==> src/rtl/tec8_datapath_sequencer.sv <==
// TEC-8 execution side: beat sequencer, register file, ALU, PC/AR/IR,
// flags, RAM and panel bus, driven by the hardwired controller word.
module tec8_datapath_sequencer #(
  parameter int          MEM_AW = 8,
  parameter logic [7:0]  PC_RST = 8'h00
) (
  input  logic       T3,
  input  logic       CLR,
  input  logic       START,
  input  logic [7:0] SD,
  input  logic       SBUS,
  input  logic       MBUS,
  input  logic       ABUS,
  input  logic       SELCTL,
  input  logic       M,
  input  logic       CIN,
  input  logic       DRW,
  input  logic       LDZ,
  input  logic       LDC,
  input  logic       MEMW,
  input  logic       ARINC,
  input  logic       PCINC,
  input  logic       PCADD,
  input  logic       LPC,
  input  logic       LAR,
  input  logic       LIR,
  input  logic       STOP,
  input  logic       SHORT,
  input  logic       LONG,
  input  logic [3:0] S,
  input  logic [3:0] SEL,
  output logic       W1,
  output logic       W2,
  output logic       W3,
  output logic [3:0] IR7_IR4,
  output logic       C,
  output logic       Z,
  output logic [7:0] DBUS,
  output logic [7:0] RA_OUT,
  output logic [7:0] RB_OUT,
  output logic [7:0] PC_OUT,
  output logic [7:0] AR_OUT,
  output logic [7:0] IR_OUT,
  output logic       HALTED,
  output logic       BUS_ERR
);

  typedef enum logic [1:0] {
    ST_HALT,
    ST_W1,
    ST_W2,
    ST_W3
  } beat_t;

  beat_t state_q, state_d;
  beat_t resume_q, resume_d;
  beat_t next_beat;

  logic [7:0] rf [4];
  logic [7:0] mem [2**MEM_AW];
  logic [7:0] pc_q, ar_q, ir_q;
  logic       c_q, z_q, berr_q;

  logic       active;
  logic [1:0] a_sel, b_sel;
  logic [7:0] a_val, b_val;
  logic [7:0] alu_f, alu_y;
  logic       alu_co;
  logic [8:0] sum9;
  logic [7:0] mem_ar, mem_pc;
  logic       multi_src;

  // Beat sequencing: successor beat, STOP into HALT, START resumes
  always_comb begin
    next_beat = ST_W1;
    state_d   = state_q;
    resume_d  = resume_q;
    unique case (state_q)
      ST_W1:   next_beat = SHORT ? ST_W1 : ST_W2;
      ST_W2:   next_beat = LONG ? ST_W3 : ST_W1;
      ST_W3:   next_beat = ST_W1;
      default: next_beat = ST_W1;
    endcase
    if (state_q == ST_HALT) begin
      if (START) state_d = resume_q;
    end else if (STOP) begin
      state_d  = ST_HALT;
      resume_d = next_beat;
    end else begin
      state_d = next_beat;
    end
  end

  // Sequencer state registers
  always_ff @(posedge T3 or posedge CLR) begin
    if (CLR) begin
      state_q  <= ST_HALT;
      resume_q <= ST_W1;
    end else begin
      state_q  <= state_d;
      resume_q <= resume_d;
    end
  end

  assign active = (state_q != ST_HALT);
  assign W1     = (state_q == ST_W1);
  assign W2     = (state_q == ST_W2);
  assign W3     = (state_q == ST_W3);
  assign HALTED = (state_q == ST_HALT);

  assign a_sel  = SELCTL ? SEL[3:2] : ir_q[3:2];
  assign b_sel  = SELCTL ? SEL[1:0] : ir_q[1:0];
  assign a_val  = rf[a_sel];
  assign b_val  = rf[b_sel];
  assign mem_ar = mem[ar_q[MEM_AW-1:0]];
  assign mem_pc = mem[pc_q[MEM_AW-1:0]];

  // 74181-style ALU; CIN is active-low carry-in in arithmetic mode
  always_comb begin
    alu_f  = 8'h00;
    alu_co = 1'b0;
    alu_y  = 8'h00;
    sum9   = 9'h000;
    if (M) begin
      case (S)
        4'b1111: alu_f = a_val;
        4'b1010: alu_f = b_val;
        4'b1011: alu_f = a_val & b_val;
        4'b1110: alu_f = a_val | b_val;
        4'b0110: alu_f = a_val ^ b_val;
        4'b0000: alu_f = ~a_val;
        default: alu_f = 8'h00;
      endcase
    end else begin
      case (S)
        4'b1001: alu_y = b_val;
        4'b0110: alu_y = ~b_val;
        4'b1111: alu_y = 8'hFF;
        default: alu_y = 8'h00;
      endcase
      sum9   = {1'b0, a_val} + {1'b0, alu_y} + {8'h00, ~CIN};
      alu_f  = sum9[7:0];
      alu_co = sum9[8];
    end
  end

  assign DBUS = (SBUS ? SD : 8'h00) | (MBUS ? mem_ar : 8'h00)
              | (ABUS ? alu_f : 8'h00);
  assign multi_src = (SBUS & MBUS) | (SBUS & ABUS) | (MBUS & ABUS);

  // End-of-beat datapath register updates
  always_ff @(posedge T3 or posedge CLR) begin
    if (CLR) begin
      pc_q   <= PC_RST;
      ar_q   <= 8'h00;
      ir_q   <= 8'h00;
      c_q    <= 1'b0;
      z_q    <= 1'b0;
      berr_q <= 1'b0;
      for (int i = 0; i < 4; i++) rf[i] <= 8'h00;
    end else if (active) begin
      if (DRW) rf[a_sel] <= DBUS;
      if (LDC) c_q <= alu_co;
      if (LDZ) z_q <= (alu_f == 8'h00);
      if (multi_src) berr_q <= 1'b1;
      if (LPC) pc_q <= DBUS;
      else if (PCADD) pc_q <= pc_q + {{4{ir_q[3]}}, ir_q[3:0]};
      else if (PCINC) pc_q <= pc_q + 8'h01;
      if (LAR) ar_q <= DBUS;
      else if (ARINC) ar_q <= ar_q + 8'h01;
      if (LIR) ir_q <= mem_pc;
    end
  end

  // RAM write at pre-update AR; contents survive reset
  always_ff @(posedge T3) begin
    if (active && MEMW) mem[ar_q[MEM_AW-1:0]] <= DBUS;
  end

  assign RA_OUT  = a_val;
  assign RB_OUT  = b_val;
  assign PC_OUT  = pc_q;
  assign AR_OUT  = ar_q;
  assign IR_OUT  = ir_q;
  assign IR7_IR4 = ir_q[7:4];
  assign C       = c_q;
  assign Z       = z_q;
  assign BUS_ERR = berr_q;

endmodule

==> config.mk <==
export PLATFORM = sky130hd
export DESIGN_NAME = tec8_datapath_sequencer
export DESIGN_NICKNAME = d
export VERILOG_FILES = /design/src/rtl/tec8_datapath_sequencer.sv
export SDC_FILE = /design/constraint.sdc
export NUM_CORES = 2
export LEC_CHECK = 0
export CORE_MARGIN = 2
export CORE_UTILIZATION = 50
export DETAILED_ROUTE_END_ITERATION = 10
export MAX_ROUTING_LAYER = met4
export PLACE_DENSITY = 0.66
export SKIP_CTS_REPAIR_TIMING = 1
export SLEW_MARGIN = 25
export SYNTH_ARGS = -nofsm -noshare
export SYNTH_HDL_FRONTEND = slang
export SYNTH_SLANG_ARGS = --single-unit
==> constraint.sdc <==
create_clock -name T3 -period 42.5 [get_ports T3]
set_input_delay 4.25 -clock T3 [delete_from_list [all_inputs] [get_ports T3]]
set_output_delay 4.25 -clock T3 [all_outputs]
set_load 0.005 [all_outputs]
## Word-level counts from Yosys, hierarchy flattened

Memory sizes are Yosys's and may differ from the RTL's. A register that Yosys moved wholly into a read port is not among the register bits.
Index checks and enable logic that the tools add are counted.

- Register bits after elaboration: 55
- Memory bits (writable): 2048
- Output and inout port bits: 59
- Logic and storage cells: 94
- Memories: 1

Memories:

| name | depth | width | rd ports | clocked after Yosys merged registers in | wr ports | line | RTL |
|---|---|---|---|---|---|---|---|
| mem | 256 | 8 | 2 | 1 | 1 | 60 | `logic [7:0] mem [2**MEM_AW];` |

- Add/sub/neg operators: 5
- Magnitude comparators: 3
- Equality and inequality tests: 10
- Multiplexer cells: 32
- Bitwise gates (word level): 16
- Reductions and logical operators: 16

Operators with widths:

| kind | number |
|---|---|
| $mux 8 | 15 |
| $pmux 8 s6 | 1 |
| $bmux 8 s2 | 2 |
| $bwmux 32 | 1 |
| $or 8x8->8 | 3 |
| $pmux 8 s3 | 1 |
| $eq 4x4->1 const B | 5 |
| $add 8x1->8 const B | 2 |
| $demux 8 s2 | 1 |
| $not 8->8 | 2 |
| $reduce_and 2->1 | 8 |
| $mux 2 | 7 |
| $add 8x8->9 | 1 |
| $add 9x1->9 | 1 |
| $add 8x8->8 | 1 |
| $and 8x8->8 | 1 |
| $logic_not 8->1 | 1 |
| $xor 8x8->8 | 1 |
| $ge 3x3->1 const B | 2 |
| $not 2->3 | 2 |
| $eq 2x2->1 const B | 2 |
| $eq 4x3->1 const B | 1 |
| $logic_not 4->1 | 1 |
| $pmux 2 s2 | 1 |
| other kinds (11) | 19 |

## Logic depth before layout (Yosys ltp)

- Word-level depth: 14
- Gate-level depth with buffers: 16
- Gate-level depth less buffers: 15

## Least setup slack after synthesis

No wires, ideal clock.

- Path kind: input -> output
- Start: in MBUS
- End: out DBUS[5]
- Data arrival time: 15084 ps
- Data required time: 38250 ps
- Path slack: 23166 ps
- Stages: 2
- Cells stage by stage: inv_1 -> o31ai_1

- Word-level cells in the longest chain between the ends: 3

RTL lines:

| element | line | RTL |
|---|---|---|
| start: declaration | 12 | `input logic MBUS,` |
| $mux 8 | 147 | `assign DBUS = (SBUS ? SD : 8'h00) \| (MBUS ? mem_ar : 8'h00)` |
| $or 8x8->8 | 147 |  |
| $or 8x8->8 | 148 | `\| (ABUS ? alu_f : 8'h00);` |
| end: declaration | 38 | `output logic [7:0] DBUS,` |

Every way passes these cells.

## Worst setup path after layout

- Start: in SELCTL
- End: out DBUS[1]

- Word-level cells in the longest chain between the ends: 13
- Elaborated cells on any way between the ends: 23

RTL lines:

| element | line | RTL |
|---|---|---|
| start: declaration | 14 | `input logic SELCTL,` |
| $mux 2 | 112 | `assign b_sel = SELCTL ? SEL[1:0] : ir_q[1:0];` |
| $not 2->3 (not written as such) | 114 | `assign b_val = rf[b_sel];` |
| $bmux 8 s2 | 114 |  |
| $mux 8 (not written as such) (2 in a row) | 114 |  |
| $not 8->8 | 137 | `4'b0110: alu_y = ~b_val;` |
| $pmux 8 s3 | 135 | `case (S)` |
| $mux 8 | 124 | `if (M) begin` |
| $add 8x8->9 | 141 | `sum9 = {1'b0, a_val} + {1'b0, alu_y} + {8'h00, ~CIN};` |
| $add 9x1->9 | 141 |  |
| $mux 8 * | 124 |  |
| $mux 8 * | 148 |  |
| $or 8x8->8 * | 148 |  |

Every way passes the cells marked *; elsewhere a longest branch is shown, timed or not. The select of a mux whose other input is x is not followed.

==> summary.txt <==
Status
  – Status: completed

Power
  – Worst vdd ir: 0.0000500 V
  – Leakage: 34.9 nW
  – Power Density: 43.3 mW/mm2
  – Power after layout: 4.81 mW

Detailed routing
  – Wl on met1: 127 mm
  – Overall routed net length: 345 mm
  – Drt via density: 7.39
  – Iteration-0 DRC Markers: 10,300
  – # DRC: 0
  – WL/cell: 43.1 um
  – DR WL met3: 49.4 mm
  – Uppermost layer routed: met4
  – Post-DRT Antenna Nets: 0
  – Vias after detailed routing: 59,100
  – DR pass1 iterations: 8
  – WL met2: 151 mm

Die
  – Chip width: 451 um
  – Die height: 451 um
  – Full die area: 0.204 mm2
  – Initial core utilization: 50.2%
  – Floorplan row count: 164
  – Core area: 0.199 mm2
  – IO Pins: 97

Yosys
  – Synth cell types: 86
  – Post-synth EDFFs: 2,048
  – Post-synthesis cell count: 5,075
  – Mapped cell area: 0.100 mm2
  – Post-Syn Area per Cell: 19.7 um2
  – Sequential area share after synthesis: 63.0%
  – Synth Flop Type: edfxtp_1
  – YS warnings: 0
  – Yosys reg bits: 2,111
  – FFs w/ async S/R, synth: 2.98%
  – Post-synth net total: 5,153

Placed design
  – Port-buffer cells: 96
  – Final HPWL DP: 232 mm
  – Cell area after placement: 0.104 mm2
  – Setup WS pre-CTS: 27.83 ns
  – GPL Wtd Cong: 1.04

Global route
  – Total track usage: 35.1%
  – Overflow after GRT: 0
  – Number of global-route vias before repair: 56,600
  – Initial antenna violation count: 26
  – First-pass GRT wire length: 474 mm
  – Largest net degree at the start of global routing: 198

Hold path
  – Min-Delay Path Depth: 1
  – HP Class: reg -> reg

STA
  – Fin Setup TNS: 0 ns
  – Setup WS post-layout: 28.06 ns
  – Fmax: 69.3 MHz
  – Fin. max-slew vios: 0
  – Min Tclk post-route: 14.44 ns
  – RSZ-0062 raised after global routing: no
  – # setup viols final: 0
  – Fin. Hold Viols: 0
  – Worst clock skew: 0.0610 ns
  – Final worst-path cycle share: 34.0%
  – Worst slew pin tran: 1.27 ns
  – Max-slew headroom: 15.2%
  – WHS: 0.475 ns

Critical path
  – CP cell instances: clkdlybuf4s50_1 -> mux2i_1 -> mux4_2 -> o22a_1 -> fa_1 -> inv_1 -> fa_1 -> a221oi_1 -> a31oi_1 -> a221oi_1 -> nand2_4 -> clkdlybuf4s50_1
  – R2r worst-path depth: 14
  – CP bufs+invs: 3
  – Critical Path End Type: output pin
  – Crit path kind: in -> out
  – Max Fanout on Critical Path: 73
  – Cell family with most CP delay: multiplexers
  – Critical Path Max Stage Delay: 0.77 ns
  – CP Launch Type: input port
  – Critical Path AT: 10.19 ns
  – Crit path depth: 12
  – Critical-path top delay cell: mux2i_1
  – Req. time, crit path: 38.25 ns

Final layout
  – Fin area: 0.111 mm2
  – Layout Nets: 5,218
  – Share of layout cells above drive strength 1: 33.5%
  – Area grow syn2layout: 11.0%

Clocking
  – Root buffer cell: clkbuf_16
  – Num CTS Buffers: 214
  – CTS Buffer Depth: 3
  – Skew-Pair Late Insertion Delay: 0.91 ns
  – CTS tree: built
  – CTS H-tree depth: 4
  – Clock slew at reported path FFs: 0.07 ns
  – CTS sink cnt: 2,111

Run
  – Max-Cap Viols: 0
[state kept, by name (all words and copies together), names as in the netlist]
register  cells
AR_OUT        8
BUS_ERR       1
C             1
IR_OUT        8
PC_OUT        8
Z             1
mem        2048
resume_q      2
rf           32
state_q       2
[layer usage]
| metal | global-route usage (%) | vias to the layer above |
|---|---|---|
| met2 | 48.0 | 4656 |
| met4 | 15.1 | 0 |
| met3 | 10.7 | 670 |
| li1 | - | 22100 |
| met1 | 48.9 | 31700 |
| met5 | - | - |
[area by class of cell]
class	count	area (um2)
Sequential cell	2111	63100
Fill cell	15000	88300
Timing Repair Buffer	259	2350
Tap cell	2656	3320
Clock buffer	279	5700
Clock inverter	122	1060
Inverter	47	181
Antenna cell	19	47.5
Multi-Input combinational cell	2507	35400
[Yosys cell counts (39+ instances only)]
master,number,area (um2)
a21oi_1,76,380
a22oi_1,126,946
buf_1,91,342
buf_2,77,385
clkbuf_1,197,739
dfrtp_1,62,1550
edfxtp_1,2048,61500
inv_1,44,165
mux2i_1,139,1390
mux4_2,1175,26500
nand2_1,165,619
nor2_1,324,1220
o22ai_1,39,244
[path summary, 6_finish.rpt]
kind / to / slack (ns) / startpoint
min: BUS_ERR / 0.48 / BUS_ERR
min in group asynchronous: rf[15] / 3.97 / CLR
max: DBUS[1] / 28.06 / SELCTL
min reg2reg: BUS_ERR / 0.48 / BUS_ERR
max in group asynchronous: AR_OUT[1] / 37.77 / CLR
max reg2reg: mem[176][0] / 33.93 / AR_OUT[1]
[report_power, final]
part	total, mW	leakage [nW]	internal, mW	switching, mW
registers	2.37	19.2	2.36	0.0123
clock network	1.86	3.32	1.03	0.826
logic	0.581	12.4	0.206	0.375
[stage by stage]
step	utilization (%)	cells
global route	55.7	7996
CTS	55.6	7980
floorplan	-	5075
finish	55.7	8000
detailed placement	52.2	7579
global placement	52.2	7577
[cells in the final DEF, fill, tap and decap left out, types with 7 or more instances in the layout]
cell type and instances:
clkbuf_16 215, nor2_1 259, ha_1 37, nor2_2 64, buf_12 13, nor2b_1 21, clkbuf_1 55, diode_2 19
dfrtp_4 8, nand3_1 26, clkinv_1 55, clkbuf_8 8, a211oi_1 24, a21oi_1 76, a31oi_1 21, mux4_2 1175
buf_4 144, mux2i_1 139, o22ai_1 39, nand4_1 8, edfxtp_1 2048, dfrtp_1 51, clkdlybuf4s50_1 96, nand2b_1 11
inv_1 43, and2_1 14, bufinv_16 14, a221o_1 8, nor3_1 34, clkinv_2 37, mux2_2 26, xnor2_1 8
a22oi_1 126, nand2_1 157, a22o_1 9, o211ai_1 14, a21o_1 7, o21ai_0 29, a221oi_1 20
[logic make-up after synthesis]
family                   Yosys count  synth area share (%)
AO/OA/AOI/OAI                    456                  3.27
XOR/XNOR                          11                0.0962
adder cells (fa/ha/maj)           40                 0.522
buffers and inverters            457                  2.07
flip-flops                      2111                  63.0
multiplexers                    1341                  28.1
AND/OR/NAND/NOR                  659                  2.90
[worst register-to-register path, delay by kind of cell (launching register included)]
family                 cells  cell delay, ns
AND/OR/NAND/NOR            1            0.23
multiplexers               2            0.59
flip-flops                 1            0.73
AO/OA/AOI/OAI              4            2.02
buffers and inverters      7            4.53
Power figures use the tool's default switching activity.
